==> config.mk <==
export PLATFORM = sky130hd
export DESIGN_NAME = mem_arbiter
export DESIGN_NICKNAME = d
export VERILOG_FILES = /design/src/rtl/mem_arbiter_pkg.sv /design/src/rtl/mem_arb_timer.sv /design/src/rtl/mem_arbiter.sv
export SDC_FILE = /design/constraint.sdc
export NUM_CORES = 1
export LEC_CHECK = 0
export BUFFER_PORTS_ARGS = -buffer_cell sky130_fd_sc_hd__buf_2
export CORE_MARGIN = 8
export CORE_UTILIZATION = 37
export DETAILED_ROUTE_END_ITERATION = 6
export GPL_TIMING_DRIVEN = 0
export PLACE_DENSITY_LB_ADDON = 0.05
export REMOVE_ABC_BUFFERS = 1
export SYNTH_ARGS = -nofsm -noshare
export SYNTH_HDL_FRONTEND = slang
export SYNTH_SLANG_ARGS = --single-unit
export TNS_END_PERCENT = 5
==> constraint.sdc <==
create_clock -name clk -period 2.4 [get_ports clk]
set_clock_uncertainty 0.2 [all_clocks]
set_input_delay 0.24 -clock clk [delete_from_list [all_inputs] [get_ports clk]]
set_output_delay 0.24 -clock clk [all_outputs]
set_load 0.01 [all_outputs]
==> src/rtl/mem_arbiter_pkg.sv <==
// Shared widths, state and grant encodings for the memory arbiter.
// Used by mem_arbiter and mem_arb_timer.
package mem_arbiter_pkg;

    localparam int RegBusW      = 32;
    localparam int InstAddrBusW = 32;
    localparam int ArbStateW    = 2;

    typedef logic [RegBusW-1:0]      RegBus;
    typedef logic [InstAddrBusW-1:0] InstAddrBus;
    typedef logic [ArbStateW-1:0]    ArbStateBus;

    typedef enum ArbStateBus {
        ArbIdle   = 2'd0,
        ArbIfBusy = 2'd1,
        ArbDmBusy = 2'd2,
        ArbIfDrop = 2'd3
    } arb_state_e;

    typedef enum logic {
        GrantIf = 1'b0,
        GrantDm = 1'b1
    } grant_e;

endpackage

==> src/rtl/mem_arb_timer.sv <==
// Bus-cycle watchdog: counts busy cycles since the last grant.
// Only instantiated when MEM_ARB_TIMEOUT_EN is defined.
module mem_arb_timer #(
    parameter int TIMEOUT_CYC = 255
) (
    input  logic clk,
    input  logic rst,
    input  logic clr_i,
    input  logic en_i,
    output logic expire_o
);

    localparam int CW = $clog2(TIMEOUT_CYC + 1);

    logic [CW-1:0] cnt_q;
    logic [CW-1:0] cnt_d;

    assign expire_o = en_i && (cnt_q == CW'(TIMEOUT_CYC - 1));

    // Clear on grant, otherwise count each busy cycle.
    always_comb begin
        cnt_d = cnt_q;
        if (clr_i) begin
            cnt_d = '0;
        end else if (en_i && !expire_o) begin
            cnt_d = cnt_q + CW'(1);
        end
    end

    // Counter register.
    always_ff @(posedge clk or negedge rst) begin
        if (!rst) begin
            cnt_q <= '0;
        end else begin
            cnt_q <= cnt_d;
        end
    end

endmodule

==> src/rtl/mem_arbiter.sv <==
// Fetch/data arbiter onto one Wishbone-style bus, non-preemptive.
// MEM_ARB_TIMEOUT_EN adds a watchdog that aborts hung bus cycles.
module mem_arbiter
    import mem_arbiter_pkg::*;
#(
    parameter int ADDR_W      = InstAddrBusW,
    parameter int DATA_W      = RegBusW,
    parameter int TIMEOUT_CYC = 255
) (
    input  logic                clk,
    input  logic                rst,
    input  logic                if_req_i,
    input  logic [ADDR_W-1:0]   if_addr_i,
    output logic [DATA_W-1:0]   if_rdata_o,
    output logic                if_ack_o,
    input  logic                dm_req_i,
    input  logic                dm_we_i,
    input  logic [DATA_W/8-1:0] dm_sel_i,
    input  logic [ADDR_W-1:0]   dm_addr_i,
    input  logic [DATA_W-1:0]   dm_wdata_i,
    output logic [DATA_W-1:0]   dm_rdata_o,
    output logic                dm_ack_o,
    input  logic                flush_i,
    output logic                stallreq_o,
    output logic                bus_err_o,
    output logic                bus_cyc_o,
    output logic                bus_stb_o,
    output logic                bus_we_o,
    output logic [DATA_W/8-1:0] bus_sel_o,
    output logic [ADDR_W-1:0]   bus_addr_o,
    output logic [DATA_W-1:0]   bus_wdata_o,
    input  logic [DATA_W-1:0]   bus_rdata_i,
    input  logic                bus_ack_i
);

    localparam int SEL_W = DATA_W / 8;

    arb_state_e        state_q, state_d;
    grant_e            last_q, last_d;
    logic              cyc_q, cyc_d;
    logic              we_q, we_d;
    logic [SEL_W-1:0]  sel_q, sel_d;
    logic [ADDR_W-1:0] addr_q, addr_d;
    logic [DATA_W-1:0] wdata_q, wdata_d;
    logic [DATA_W-1:0] if_rdata_q, if_rdata_d;
    logic [DATA_W-1:0] dm_rdata_q, dm_rdata_d;
    logic              if_ack_q, if_ack_d;
    logic              dm_ack_q, dm_ack_d;
    logic              err_q, err_d;

    logic if_pend, dm_pend;
    logic done, drop;
    logic served_if, served_dm;
    logic want_if, want_dm;
    logic pick_if, pick_dm;
    logic grant;
    logic expire;

`ifdef MEM_ARB_TIMEOUT_EN
    logic tmr_exp;

    mem_arb_timer #(
        .TIMEOUT_CYC(TIMEOUT_CYC)
    ) u_timer (
        .clk      (clk),
        .rst      (rst),
        .clr_i    (grant),
        .en_i     (state_q != ArbIdle),
        .expire_o (tmr_exp)
    );

    assign expire = tmr_exp && !bus_ack_i;
`else
    logic unused_tmr;

    assign unused_tmr = grant ^ (TIMEOUT_CYC == 0);
    assign expire     = 1'b0;
`endif

    assign grant = pick_if || pick_dm;

    // Next state: completion, flush handling and round-robin grant.
    always_comb begin
        state_d    = state_q;
        last_d     = last_q;
        cyc_d      = cyc_q;
        we_d       = we_q;
        sel_d      = sel_q;
        addr_d     = addr_q;
        wdata_d    = wdata_q;
        if_rdata_d = if_rdata_q;
        dm_rdata_d = dm_rdata_q;
        if_ack_d   = 1'b0;
        dm_ack_d   = 1'b0;
        err_d      = 1'b0;
        done       = 1'b0;
        served_if  = 1'b0;
        served_dm  = 1'b0;
        pick_if    = 1'b0;
        pick_dm    = 1'b0;

        // A request still high in its own ack cycle is the old one.
        if_pend = if_req_i && !flush_i && !if_ack_q;
        dm_pend = dm_req_i && !dm_ack_q;
        drop    = (state_q == ArbIfDrop)
               || (state_q == ArbIfBusy && flush_i);

        unique case (state_q)
            ArbIdle: begin
                done = 1'b1;
            end
            ArbIfBusy, ArbIfDrop: begin
                if (bus_ack_i || expire) begin
                    done      = 1'b1;
                    served_if = (state_q == ArbIfBusy);
                    err_d     = !bus_ack_i;
                    if (!drop) begin
                        if_ack_d   = 1'b1;
                        if_rdata_d = bus_ack_i ? bus_rdata_i : '1;
                        last_d     = GrantIf;
                    end
                end else if (drop) begin
                    state_d = ArbIfDrop;
                end
            end
            ArbDmBusy: begin
                if (bus_ack_i || expire) begin
                    done       = 1'b1;
                    served_dm  = 1'b1;
                    err_d      = !bus_ack_i;
                    dm_ack_d   = 1'b1;
                    dm_rdata_d = bus_ack_i ? bus_rdata_i : '1;
                    last_d     = GrantDm;
                end
            end
            default: begin
                state_d = ArbIdle;
            end
        endcase

        want_if = if_pend && !served_if;
        want_dm = dm_pend && !served_dm;

        if (done) begin
            if (want_if && want_dm) begin
                pick_dm = (last_d == GrantIf);
                pick_if = !pick_dm;
            end else begin
                pick_if = want_if;
                pick_dm = want_dm;
            end

            if (pick_if) begin
                state_d = ArbIfBusy;
                cyc_d   = 1'b1;
                we_d    = 1'b0;
                sel_d   = '1;
                addr_d  = if_addr_i;
                wdata_d = '0;
            end else if (pick_dm) begin
                state_d = ArbDmBusy;
                cyc_d   = 1'b1;
                we_d    = dm_we_i;
                sel_d   = dm_sel_i;
                addr_d  = dm_addr_i;
                wdata_d = dm_wdata_i;
            end else begin
                state_d = ArbIdle;
                cyc_d   = 1'b0;
            end
        end
    end

    // State, bus and response registers.
    always_ff @(posedge clk or negedge rst) begin
        if (!rst) begin
            state_q    <= ArbIdle;
            last_q     <= GrantIf;
            cyc_q      <= 1'b0;
            we_q       <= 1'b0;
            sel_q      <= '0;
            addr_q     <= '0;
            wdata_q    <= '0;
            if_rdata_q <= '0;
            dm_rdata_q <= '0;
            if_ack_q   <= 1'b0;
            dm_ack_q   <= 1'b0;
            err_q      <= 1'b0;
        end else begin
            state_q    <= state_d;
            last_q     <= last_d;
            cyc_q      <= cyc_d;
            we_q       <= we_d;
            sel_q      <= sel_d;
            addr_q     <= addr_d;
            wdata_q    <= wdata_d;
            if_rdata_q <= if_rdata_d;
            dm_rdata_q <= dm_rdata_d;
            if_ack_q   <= if_ack_d;
            dm_ack_q   <= dm_ack_d;
            err_q      <= err_d;
        end
    end

    assign stallreq_o = rst && (
        (if_req_i && !if_ack_q && !flush_i)
        || (dm_req_i && !dm_ack_q)
        || (state_q == ArbIfDrop));

    assign if_rdata_o  = if_rdata_q;
    assign if_ack_o    = if_ack_q;
    assign dm_rdata_o  = dm_rdata_q;
    assign dm_ack_o    = dm_ack_q;
    assign bus_err_o   = err_q;
    assign bus_cyc_o   = cyc_q;
    assign bus_stb_o   = cyc_q;
    assign bus_we_o    = we_q;
    assign bus_sel_o   = sel_q;
    assign bus_addr_o  = addr_q;
    assign bus_wdata_o = wdata_q;

endmodule

-- Word level (Yosys, flattened, before mapping)
Cells that the tools add are included.
W data, S select, Z words.
- register bits after elaboration: 140
- input bits: 139
- output and inout port bits: 139
- logic and storage cells: 81
- eq/ne operators: 4
- mux-type cells: 34
- bitwise gates (word level): 2
- reductions and logical operators: 29
- operators with widths (operator ; number):
    $mux W32 ; 4
    $mux W1 ; 20
    $mux W2 ; 6
    $logic_and A1 B1 Y1 ; 10
    $mux W4 ; 2
    $logic_not A1 Y1 ; 6
    $reduce_and A3 Y1 ; 2
    $reduce_bool A2 Y1 ; 3
    $eq A2 B2 Y1 const B ; 2
    $pmux W1 S2 ; 2
    $reduce_and A2 Y1 ; 2
    $logic_or A1 B1 Y1 ; 3
    $reduce_or A3 Y1 ; 1
    $eq A2 B1 Y1 const B ; 1
    $logic_not A2 Y1 ; 1
    $ne A2 B1 Y1 const B ; 1
    $not A1 Y1 ; 2
    $reduce_or A2 Y1 ; 1

-- Longest topological paths before layout
- depth in word-level cells: 12
- gate-level depth with buffers: 8
- gate-level depth less buffers: 6

-- Worst setup path before layout
No wires, ideal clock.
- kind: register to register
- start point: register state_q[1]
- end point: register addr_q[29] (netlist: bus_addr_o[29])
- arrival: 1.865 ns
- data required time: 2.072 ns
- slack: 0.207 ns
- cell stages (with the launch flop): 8
- period minus slack after synthesis: 2.193 ns
- cell sequence: dfrtp_1 > buf_2 > nand3_2 > inv_2 > o311ai_4 > buf_4 > mux2_1 > mux2_1
- word-level cells in the longest chain between the ends: 11
- elaborated cells between the ends (all ways): 28
- RTL lines (element ; RTL line ; source):
    start: declaration ; mem_arbiter.sv:38 ; arb_state_e state_q, state_d;
    start signal: assignment ; mem_arbiter.sv:177 ; state_q <= ArbIdle;
    start signal: assignment ; mem_arbiter.sv:190 ; state_q <= state_d;
    $eq A2 B1 Y1 ; mem_arbiter.sv:106, mem_arbiter.sv:108, mem_arbiter.sv:115 ;
    $logic_and A1 B1 Y1 ; mem_arbiter.sv:106 ; || (state_q == ArbIfBusy && flush_i);
    $logic_or A1 B1 Y1 ; mem_arbiter.sv:106 ;
    $mux W1 ; mem_arbiter.sv:117 ; if (!drop) begin
    $mux W1 ; mem_arbiter.sv:113 ; if (bus_ack_i || expire) begin
    $pmux W1 S2 ; mem_arbiter.sv:108 ; unique case (state_q)
    $not A1 Y1 ; mem_arbiter.sv:146 ; pick_dm = (last_d == GrantIf);
    $mux W1 ; mem_arbiter.sv:145 ; if (want_if && want_dm) begin
    $mux W1 ; mem_arbiter.sv:144 ; if (done) begin
    $reduce_bool A2 Y1 (no line) ; - ;
    $reduce_and A2 Y1 (no line) ; - ;
    end signal: assignment ; mem_arbiter.sv:195 ; addr_q <= addr_d;
    end: declaration ; mem_arbiter.sv:43 ; logic [ADDR_W-1:0] addr_q, addr_d;
Parallel ways exist; a longest one is shown, timed or not. The select of a mux whose other input is x is not followed.
A chain may end at the register's enable or synchronous reset.

-- Worst setup path in the final report
- start point: register state_q[1]
- end point: register addr_q[10] (netlist: bus_addr_o[10])
Same word-level chain as after synthesis.

==> results.toml <==
[global_routing]
grt_max_degree = 100
grt_antenna_before_repair = 1
use_met2_pct = 29.8
use_met3_pct = 8.42
grt_pass1_wl_um = 29900
grt-ovfl-total = 0
busiest_layer = "met2"
grt_pass1_vias = 5624
grtUsageMet1_pct = 21.4
grt_usage_pct = 18.9

[die]
die_area_um2 = 20300
die_y_um = 142
start_util_pct = 37.4
rows = 46
core_area_um2 = 15800
io_pins = 278
fp.dieW_um = 142

[finish]
final_core_util_pct = 62.8
fillers = 1271
syn_to_final_growth_pct = 67.6
multi_input_area_um2 = 2190
ff_latch_area_um2 = 3480
instances_no_fill = 1158
nets = 1066
drive_gt1_share_pct = 46.4

[placement]
port_buffers = 276
hpwl_um = 12300
gp_congestion = 0.786
dp_cells = 965

[timing]
finalCriticalPeriod_ps = 2320
max_freq_mhz = 430
tns_ps = 0
period_share_pct = 96.9
rsz0062_at_grt = "no"
finalSetupViolations = 0
slew_headroom_pct = 65.3
worstMarginPinSlew_ps = 520
hold_viol_final = 0
final_max_slew_viol_count = 0

[status]
status = "finished clean"

[clocking]
clockRootBuffer = "clkbuf_16"
path_clk_slew_ps = 60
cts_buffers = 17
htreeDepth = 4
clock_sinks = 139
insertion_delay_ps = 410
cts_tree = "yes"
clockBufferDepth = 2

[min_path]
hp-class = "primary input to flop"
worstHoldStart = "flush_i"

[route]
vias = 5149
antenna_left = 0
initialDrtViolationCount = 157
firstDrtPassIters = 4
wl_um = 19200
drc = 0
wl_per_cell_um = 16.6
vias_per_cell = 4.45

[yosys]
postSynthAreaPerCell_um2 = 12.0
synth_compound_gate_area_share_pct = 1.53
ys_warn_count = 0
synth_seq_cells = 139
ys_types = 30
synth-seq-area-share_pct = 58.9
synth_top_family_by_area = "multiplexers"
synth-simple-area-share_pct = 10.1
synth_xor_area_share_pct = 0
syn_inst = 491
muxShareOfSynthArea_pct = 24.7
synth_area_um2 = 5910
synth_fa_ha_area_share_pct = 0

[pwr]
internal_power_uw = 7340
p_sw_share_pct = 32.8
combinationalPowerShare_pct = 37.4
p_sw_uw = 3580
power_density_nw_per_um2 = 1100
p_leak_uw = 0.00505
ir_drop_uv = 608
pwr-share-clk_pct = 25.9
power.total_uw = 10900
pwr-share-seq_pct = 36.8

[setup_path]
r2r-start = "state_q[1]"
critical_path_required_ps = 2500
crit_start = "state_q[1]"
cp_data_arrival_time_ps = 2420
cp-end-kind = "flop"
criticalPathCategory = "flop to flop"
cp-start-kind = "flop"
worstPathMaxFanout = 12

[flow_run]
drv_cap = 0
-- routing by layer --
layer / share of wire [%] / routed length (um) / vias up
met3: 10 / 1980 / 45
met4: 3.6 / 682 / 0
met1: 39 / 7420 / 2421
li1: - / - / 2468
met5: 0 / 0 / -
met2: 47 / 9080 / 215
-- cell usage in the layout (no fill, tap or decap), types with 12 or more instances in the layout --
cell type	instances
buf_2	275
dfrtp_1	137
dlygate4sd3_1	136
nand2_1	130
mux2_2	88
inv_1	34
mux2i_1	33
clkbuf_16	19
buf_4	18
mux2_1	12
-- per-stage QoR --
stage | setup slack [ps] | cell area (um^2) | hold slack [ps]
floorplan | -2580 | 5760 | -256
global placement | -3960 | 7410 | 244
global route | 6.36 | 9900 | 40.2
finish | 75.5 | 9900 | 42.8
CTS | 13.5 | 9750 | 32.9
detailed placement | -1750 | 7620 | -12.7
-- flip-flops by register name (all words and copies together), names as in the netlist --
signal       cells
bus_addr_o      32
last_q           1
bus_sel_o        4
bus_we_o         1
state_q          2
if_rdata_o      32
dm_ack_o         1
bus_cyc_o        1
dm_rdata_o      32
bus_wdata_o     32
if_ack_o         1
-- kinds of logic (layout without fill, tap and decap cells) --
logic type             Yosys count  count (layout)
AOI/OAI and AO/OA                8               8
buffers and inverters           63             511
DFF                            139             139
muxes                          133             133
other                            1               3
and+or+nand+nor                147             148
-- power groups by stage --
| stage | Clock, uW | Sequential, uW | Combinational, uW |
|---|---|---|---|
| detailed placement | 0 | 4040 | 3810 |
| CTS | 2900 | 4020 | 4070 |
| global route | 3000 | 4160 | 4460 |
| finish | 2820 | 4010 | 4080 |
| global placement | 0 | 3990 | 3760 |
| floorplan | 0 | 4600 | 1390 |
-- final timing paths --
kind	end	slack, ps	cells past startpoint
max in group asynchronous	state_q[0]	1300	3
min in group asynchronous	bus_wdata_o[15]	170	3
worst max register to register	bus_addr_o[10]	80	8
worst max-delay path	bus_addr_o[10]	80	8
worst min register to register	dm_rdata_o[2]	270	2
worst min-delay path	last_q	40	3
-- final cells by class --
class                   count  area share, %
flip-flops and latches    139           35.2
repair buffers            442           31.9
multi-input cells         290           22.1
clock buffers              20           4.51
well taps                 216           2.73
clock inverters            12           1.97
inverters                  36           1.49
repair inverters            1         0.0885
diodes                      2         0.0506
-- cell usage after synthesis --
cell | number | share of area, %
o32ai_1 | 1 | 0.15
nor2b_1 | 1 | 0.11
nand2_1 | 130 | 8.3
a21boi_0 | 1 | 0.13
and3_1 | 1 | 0.11
o311ai_4 | 1 | 0.44
inv_1 | 34 | 2.2
mux2i_1 | 33 | 5.6
clkbuf_2 | 1 | 0.085
conb_1 | 1 | 0.063
buf_4 | 8 | 1.0
o41a_1 | 1 | 0.19
clkbuf_1 | 3 | 0.19
nand3_2 | 1 | 0.17
buf_1 | 3 | 0.19
dfrtp_1 | 139 | 59
buf_2 | 12 | 1.0
a22oi_1 | 1 | 0.13
mux2_2 | 88 | 17
a21o_1 | 1 | 0.13
nand2b_1 | 5 | 0.53
or2_2 | 1 | 0.11
mux2_1 | 12 | 2.3
nor3b_1 | 1 | 0.13
nor2_1 | 5 | 0.32
o32ai_2 | 1 | 0.28
nor3b_2 | 1 | 0.21
nand3b_1 | 1 | 0.13
o21ai_0 | 1 | 0.085
inv_2 | 2 | 0.13
-- what timing repair did --
action,4_1_cts,5_1_grt
buffers inserted,8,10
hold buffers,137,0
endpoints found under the setup margin,105,14
pin swaps,3,2
cloned,1,3
endpoints found under the hold margin,176,0
resized for setup,9,2
-- critical path, cell delays in order, from the launching register on --
cell and delay, ps:
dfrtp_2 430, nand3_4 130, clkinv_8 70, o311ai_4 320, buf_8 170, buf_16 140
buf_16 140, mux2_2 340, mux2_2 270
No activity file was read; power rests on OpenSTA's default activity.
